**config.mk**
```make
export PLATFORM = sky130hd
export DESIGN_NAME = serial_subtractor_4bit_flat
export DESIGN_NICKNAME = d
export VERILOG_FILES = /design/src/rtl/serial_subtractor_4bit_if.sv /design/src/rtl/serial_subtractor_4bit.sv /design/src/flat_wrapper.sv
export SDC_FILE = /design/constraint.sdc
export NUM_CORES = 1
export LEC_CHECK = 0
export BUFFER_PORTS_ARGS = -buffer_cell sky130_fd_sc_hd__buf_2
export CAP_MARGIN = 10
export CORE_MARGIN = 10
export CORE_UTILIZATION = 52
export DETAILED_ROUTE_END_ITERATION = 8
export PLACE_DENSITY = 0.76
export SETUP_SLACK_MARGIN = 0.2
export SLEW_MARGIN = 20
export SYNTH_ARGS = -nofsm -noshare
export SYNTH_HDL_FRONTEND = slang
export SYNTH_SLANG_ARGS = --single-unit
```
**constraint.sdc**
```tcl
create_clock -name clk -period 1.6 [get_ports clk]
set_clock_uncertainty 0.15 [all_clocks]
set_input_delay 0.16 -clock clk [delete_from_list [all_inputs] [get_ports clk]]
set_output_delay 0.16 -clock clk [all_outputs]
set_load 0.01 [all_outputs]
```
**src/rtl/serial_subtractor_4bit_if.sv**
```systemverilog
// Request/result bundle for the bit-serial subtractor; Ovf exists only with SERIAL_SUB_OVF_EN.
// The master drives start/operands; the slave (the subtractor) returns status and result.
interface serial_subtractor_4bit_if #(
    parameter int WIDTH = 4
);
    logic             start;
    logic [WIDTH-1:0] A;
    logic [WIDTH-1:0] B;
    logic             Bin;
    logic             busy;
    logic             done;
    logic [WIDTH-1:0] Diff;
    logic             Bout;
`ifdef SERIAL_SUB_OVF_EN
    logic             Ovf;

    modport master (output start, A, B, Bin, input busy, done, Diff, Bout, Ovf);
    modport slave  (input start, A, B, Bin, output busy, done, Diff, Bout, Ovf);
`else
    modport master (output start, A, B, Bin, input busy, done, Diff, Bout);
    modport slave  (input start, A, B, Bin, output busy, done, Diff, Bout);
`endif
endinterface

```
**src/rtl/serial_subtractor_4bit.sv**
```systemverilog
// Bit-serial A - B - Bin, LSB first, one full-subtractor cell; optional Ovf via SERIAL_SUB_OVF_EN.
// Latency: result and done pulse appear WIDTH cycles after the start edge.
// Backpressure: start is sampled only while idle; requests during busy are dropped.
module serial_subtractor_4bit #(
    parameter int WIDTH = 4
) (
    input  logic                   clk,
    input  logic                   rst_n,
    serial_subtractor_4bit_if.slave io
);
    localparam int CW = (WIDTH > 2) ? $clog2(WIDTH) : 1;

    typedef enum logic {
        IDLE = 1'b0,
        RUN  = 1'b1
    } state_t;

    state_t           state;
    logic [WIDTH-1:0] sa;
    logic [WIDTH-1:0] sb;
    logic [WIDTH-1:0] res;
    logic [WIDTH-1:0] diff_q;
    logic [CW-1:0]    cnt;
    logic             br;
    logic             bout_q;
    logic             busy_q;
    logic             done_q;
`ifdef SERIAL_SUB_OVF_EN
    logic             ovf_q;
`endif

    logic             a_bit;
    logic             b_bit;
    logic             d_bit;
    logic             br_next;
    logic             last_bit;
    logic [WIDTH-1:0] res_next;

    assign a_bit    = sa[0];
    assign b_bit    = sb[0];
    assign d_bit    = a_bit ^ b_bit ^ br;
    assign br_next  = (~a_bit & b_bit) | (~a_bit & br) | (b_bit & br);
    assign last_bit = (cnt == CW'(WIDTH - 1));
    // Result bits enter at the MSB so the first (LSB) bit lands at bit 0 after WIDTH shifts.
    assign res_next = {d_bit, res[WIDTH-1:1]};

    always_ff @(posedge clk or negedge rst_n) begin
        if (!rst_n) begin
            state  <= IDLE;
            sa     <= '0;
            sb     <= '0;
            res    <= '0;
            diff_q <= '0;
            cnt    <= '0;
            br     <= 1'b0;
            bout_q <= 1'b0;
            busy_q <= 1'b0;
            done_q <= 1'b0;
`ifdef SERIAL_SUB_OVF_EN
            ovf_q  <= 1'b0;
`endif
        end else begin
            done_q <= 1'b0;
            case (state)
                IDLE: begin
                    if (io.start) begin
                        sa     <= io.A;
                        sb     <= io.B;
                        br     <= io.Bin;
                        cnt    <= '0;
                        busy_q <= 1'b1;
                        state  <= RUN;
                    end
                end
                RUN: begin
                    sa  <= sa >> 1;
                    sb  <= sb >> 1;
                    br  <= br_next;
                    res <= res_next;
                    cnt <= cnt + CW'(1);
                    if (last_bit) begin
                        diff_q <= res_next;
                        bout_q <= br_next;
`ifdef SERIAL_SUB_OVF_EN
                        // By the last bit the operand MSBs have shifted down to bit 0.
                        ovf_q  <= (a_bit ^ b_bit) & (a_bit ^ d_bit);
`endif
                        done_q <= 1'b1;
                        busy_q <= 1'b0;
                        state  <= IDLE;
                    end
                end
                default: state <= IDLE;
            endcase
        end
    end

    assign io.busy = busy_q;
    assign io.done = done_q;
    assign io.Diff = diff_q;
    assign io.Bout = bout_q;
`ifdef SERIAL_SUB_OVF_EN
    assign io.Ovf  = ovf_q;
`endif

endmodule

```
**src/flat_wrapper.sv**
```systemverilog
// flat-port wrapper written by rule: the top's interface ports become plain ports
module serial_subtractor_4bit_flat 
#(
    parameter int WIDTH = 4
)
  (clk, rst_n, io_start, io_A, io_B, io_Bin, io_busy, io_done, io_Diff, io_Bout);
  serial_subtractor_4bit_if #(.WIDTH(WIDTH)) io_i ();
  input  logic clk;
  input  logic rst_n;
  input wire logic [$bits(io_i.start)-1:0] io_start;
  input wire logic [$bits(io_i.A)-1:0] io_A;
  input wire logic [$bits(io_i.B)-1:0] io_B;
  input wire logic [$bits(io_i.Bin)-1:0] io_Bin;
  output wire logic [$bits(io_i.busy)-1:0] io_busy;
  output wire logic [$bits(io_i.done)-1:0] io_done;
  output wire logic [$bits(io_i.Diff)-1:0] io_Diff;
  output wire logic [$bits(io_i.Bout)-1:0] io_Bout;
  assign io_i.start = io_start;
  assign io_i.A = io_A;
  assign io_i.B = io_B;
  assign io_i.Bin = io_Bin;
  assign io_busy = io_i.busy;
  assign io_done = io_i.done;
  assign io_Diff = io_i.Diff;
  assign io_Bout = io_i.Bout;
  serial_subtractor_4bit #(.WIDTH(WIDTH)) u_core (.clk(clk), .rst_n(rst_n), .io(io_i));
endmodule
```
==> run_results.csv <==
group,metric,value,unit
drt,routed_wirelength,1571,µm
placement,gp_congestion,0.7386,
setup_path,end_kind,"flip-flop",
setup_path,path_cells,"fa_2 > mux2_4",
logic_synthesis,synth_area_leader_cell,"dfrtp_1",
min_path,hold_class,"in2reg",
layout,design_area,0.001125,mm²
drt,vias,577,
sta,setup_tns,0,ps
min_path,hold_depth,3,
setup_path,crit_family,"flip-flops",
setup_path,critPathBufInv,0,
logic_synthesis,synth.top_cells.by_area,"dfrtp_1, mux2i_1, mux2_4",
sta,hold_viol_final,0,
setup_path,arrival,1370,ps
sta,max_freq,751.8,MHz
cts,cts_sinks,22,
setup_path,worst-path-max-fanout,2,
sta,timing.slew.headroom,68.44,%
logic_synthesis,synth-main-ff-cell,"dfrtp_1",
floorplan,ios,19,
setup_path,start_kind,"flip-flop",
floorplan,start_util,54.78,%
layout,syn_to_final_growth,18.92,%
logic_synthesis,yosys_warnings,0,
floorplan,die-height,62.65,µm
logic_synthesis,syn-cell-area,945.9,µm²
cts,clk_pin_slew,110,ps
drt,wl_per_cell,12.98,µm
cts,clockBufferDepth,2,
global_route,overflow,0,
floorplan,dieArea,0.003925,mm²
sta,rsz0062_at_grt,"no",
setup_path,cp.required,1640,ps
logic_synthesis,syn_area_per_cell,12.96,µm²
setup_path,r2r_cells,2,
sta,worst_pin_slew,473.4,ps
setup_path,worstSetupPathDepth,2,
global_route,grt_pass1_wl,2697,µm
global_route,grt_pass1_vias,617,
cts,insertion_delay,300,ps
sta,whs,3.339,ps
drt,firstDrtPassIters,3,
drt,ant_nets,0,
placement,post_dp_cell_area,0.001042,mm²
power,ir_worst_vdd,1.100,mV
sta,period_share,83.14,%
placement,place_hpwl,1161,µm
layout,multi_input_area,349.1,µm²
layout,antenna_cells,0,
logic_synthesis,syn-num-nets,87,
setup_path,rrSetupSlack,270,ps
min_path,min_to,"u_core.sb[2]",
setup_path,critical_path.max_stage_delay,420,ps
cts,cts_setup_buffers,0,
logic_synthesis,synth_edf_count,0,
floorplan,die_w,62.65,µm
setup_path,rr_endpoint,"u_core.io.Bout",
logic_synthesis,synthDistinctLibCells,16,
logic_synthesis,synthDominantCellAreaShare,58.20,%
drt,vias_per_cell,4.769,
cts,cts_made_buffers,3,
job,maxCapViolations,0,
drt,drc,0,
floorplan,coreArea,0.001727,mm²
logic_synthesis,synth_common_cells,"dfrtp_1, mux2i_1, nand2_1, o21ai_0, inv_1",
logic_synthesis,synth_most_common_cell,"dfrtp_1",
layout,fillers,150,
global_route,grt_max_degree,23,
sta,finalMaxSlewViolations,0,
setup_path,worstReg2RegStart,"u_core.br",
layout,nets,111,
status,status,"finished clean",
global_route,grt_use_total,8.196,%
cts,htree_levels,1,
layout,utilization,65.14,%
min_path,min_from,"io_B[2]",
setup_path,crit_type,"reg2reg",
layout,drive_above_1_share,35.42,%
cts,clock-root-buffer,"clkbuf_4",
global_route,antenna_found_initial,0,
floorplan,rows,15,
logic_synthesis,synthCells,73,
logic_synthesis,async_flop_share,100.0,%
logic_synthesis,synth_seq_cells,22,
logic_synthesis,ys_seq_area_share,58.20,%
setup_path,cp_slowest_cell,"dfrtp_1",
placement,port_buffers,18,
drt,drt_iter0_drc,3,
cts,cts_tree,"done",
layout,seq_area,551.8,µm²
power,cellLeakagePower,0.5839,nW
sta,setup_violations,0,
sta,min_period,1330,ps
power,powerDensity,1769,mW/mm²
[cell type report]
class,instances,area share [%]
flip-flops and latches,22,49.05
multi-input cells,42,31.03
repair buffers,23,12.24
clock buffers,4,3.226
well taps,25,2.781
inverters,5,1.669
[per-layer routing]
metal | track usage [%] | vias up | routed length (µm)
met5 | 0 | - | 0
met4 | 3.352 | 0 | 19
li1 | - | 291 | -
met1 | 9.864 | 265 | 773
met2 | 12.82 | 17 | 685
met3 | 3.047 | 4 | 92
[worst max-delay path by stage]
stage | start | to | slack (ps)
finish | u_core.br | u_core.io.Bout | 270
global route | u_core.br | u_core.io.Bout | 250
CTS | u_core.br | u_core.io.Bout | 210
detailed placement | u_core.br | u_core.io.Bout | 240
global placement | u_core.br | u_core.io.Bout | 250
floorplan | u_core.br | u_core.io.Bout | 260
[cells in the final DEF (no fill, tap or decap), types with 3 or more instances in the layout]
cell type	instances
buf_2	18
clkbuf_4	3
dfrtp_1	21
dlygate4sd3_1	4
inv_1	5
mux2_2	3
mux2_4	4
mux2i_1	11
nand2_1	7
nor2_1	4
o21ai_0	7
[stage by stage]
step / total power, W / worst slack, ps / std cells
after floorplan: 0.001495 / 258.6 / 73
after global placement: 0.001654 / 250.1 / 113
after detailed placement: 0.001699 / 235.6 / 113
after CTS: 0.002006 / 214.6 / 120
after global routing: 0.002157 / 246.8 / 121
final: 0.001990 / 269.8 / 121
[state kept, by name, summed over array words and instances, names as in the netlist]
register / cells
u_core.io.Bout: 1
u_core.io.Diff: 4
u_core.res: 3
u_core.br: 1
u_core.sa: 4
u_core.sb: 4
u_core.state: 1
u_core.io.busy: 1
u_core.io.done: 1
u_core.cnt: 2
[worst reg2reg max path, stage by stage, from the launching register on]
cell	delay, ps
dfrtp_1	420
fa_2	390
mux2_4	270
[repair_timing]
action                     4_1_cts  5_1_grt
setup endpoints to repair        0        4
hold buffers                     3        1
hold endpoints to repair        24        1
gates resized for setup          0        3
[cells by family (layout without fill, tap and decap cells)]
kind of cell,after synthesis,in the layout,synth area share (%)
and+or+nand+nor,12,12,5.556
muxes,18,18,21.56
adders and majority gates,2,2,3.439
DFF,22,22,58.20
AOI/OAI and AO/OA,10,10,5.820
buffers and inverters,9,32,5.423
[power breakdown]
part | leakage, nW | internal, W | switching, W
clock | 0.0210 | 0.000139 | 0.000154
combinational | 0.290 | 0.000407 | 0.000322
sequential | 0.273 | 0.000797 | 0.000170
(Power assumes the default switching activity.)
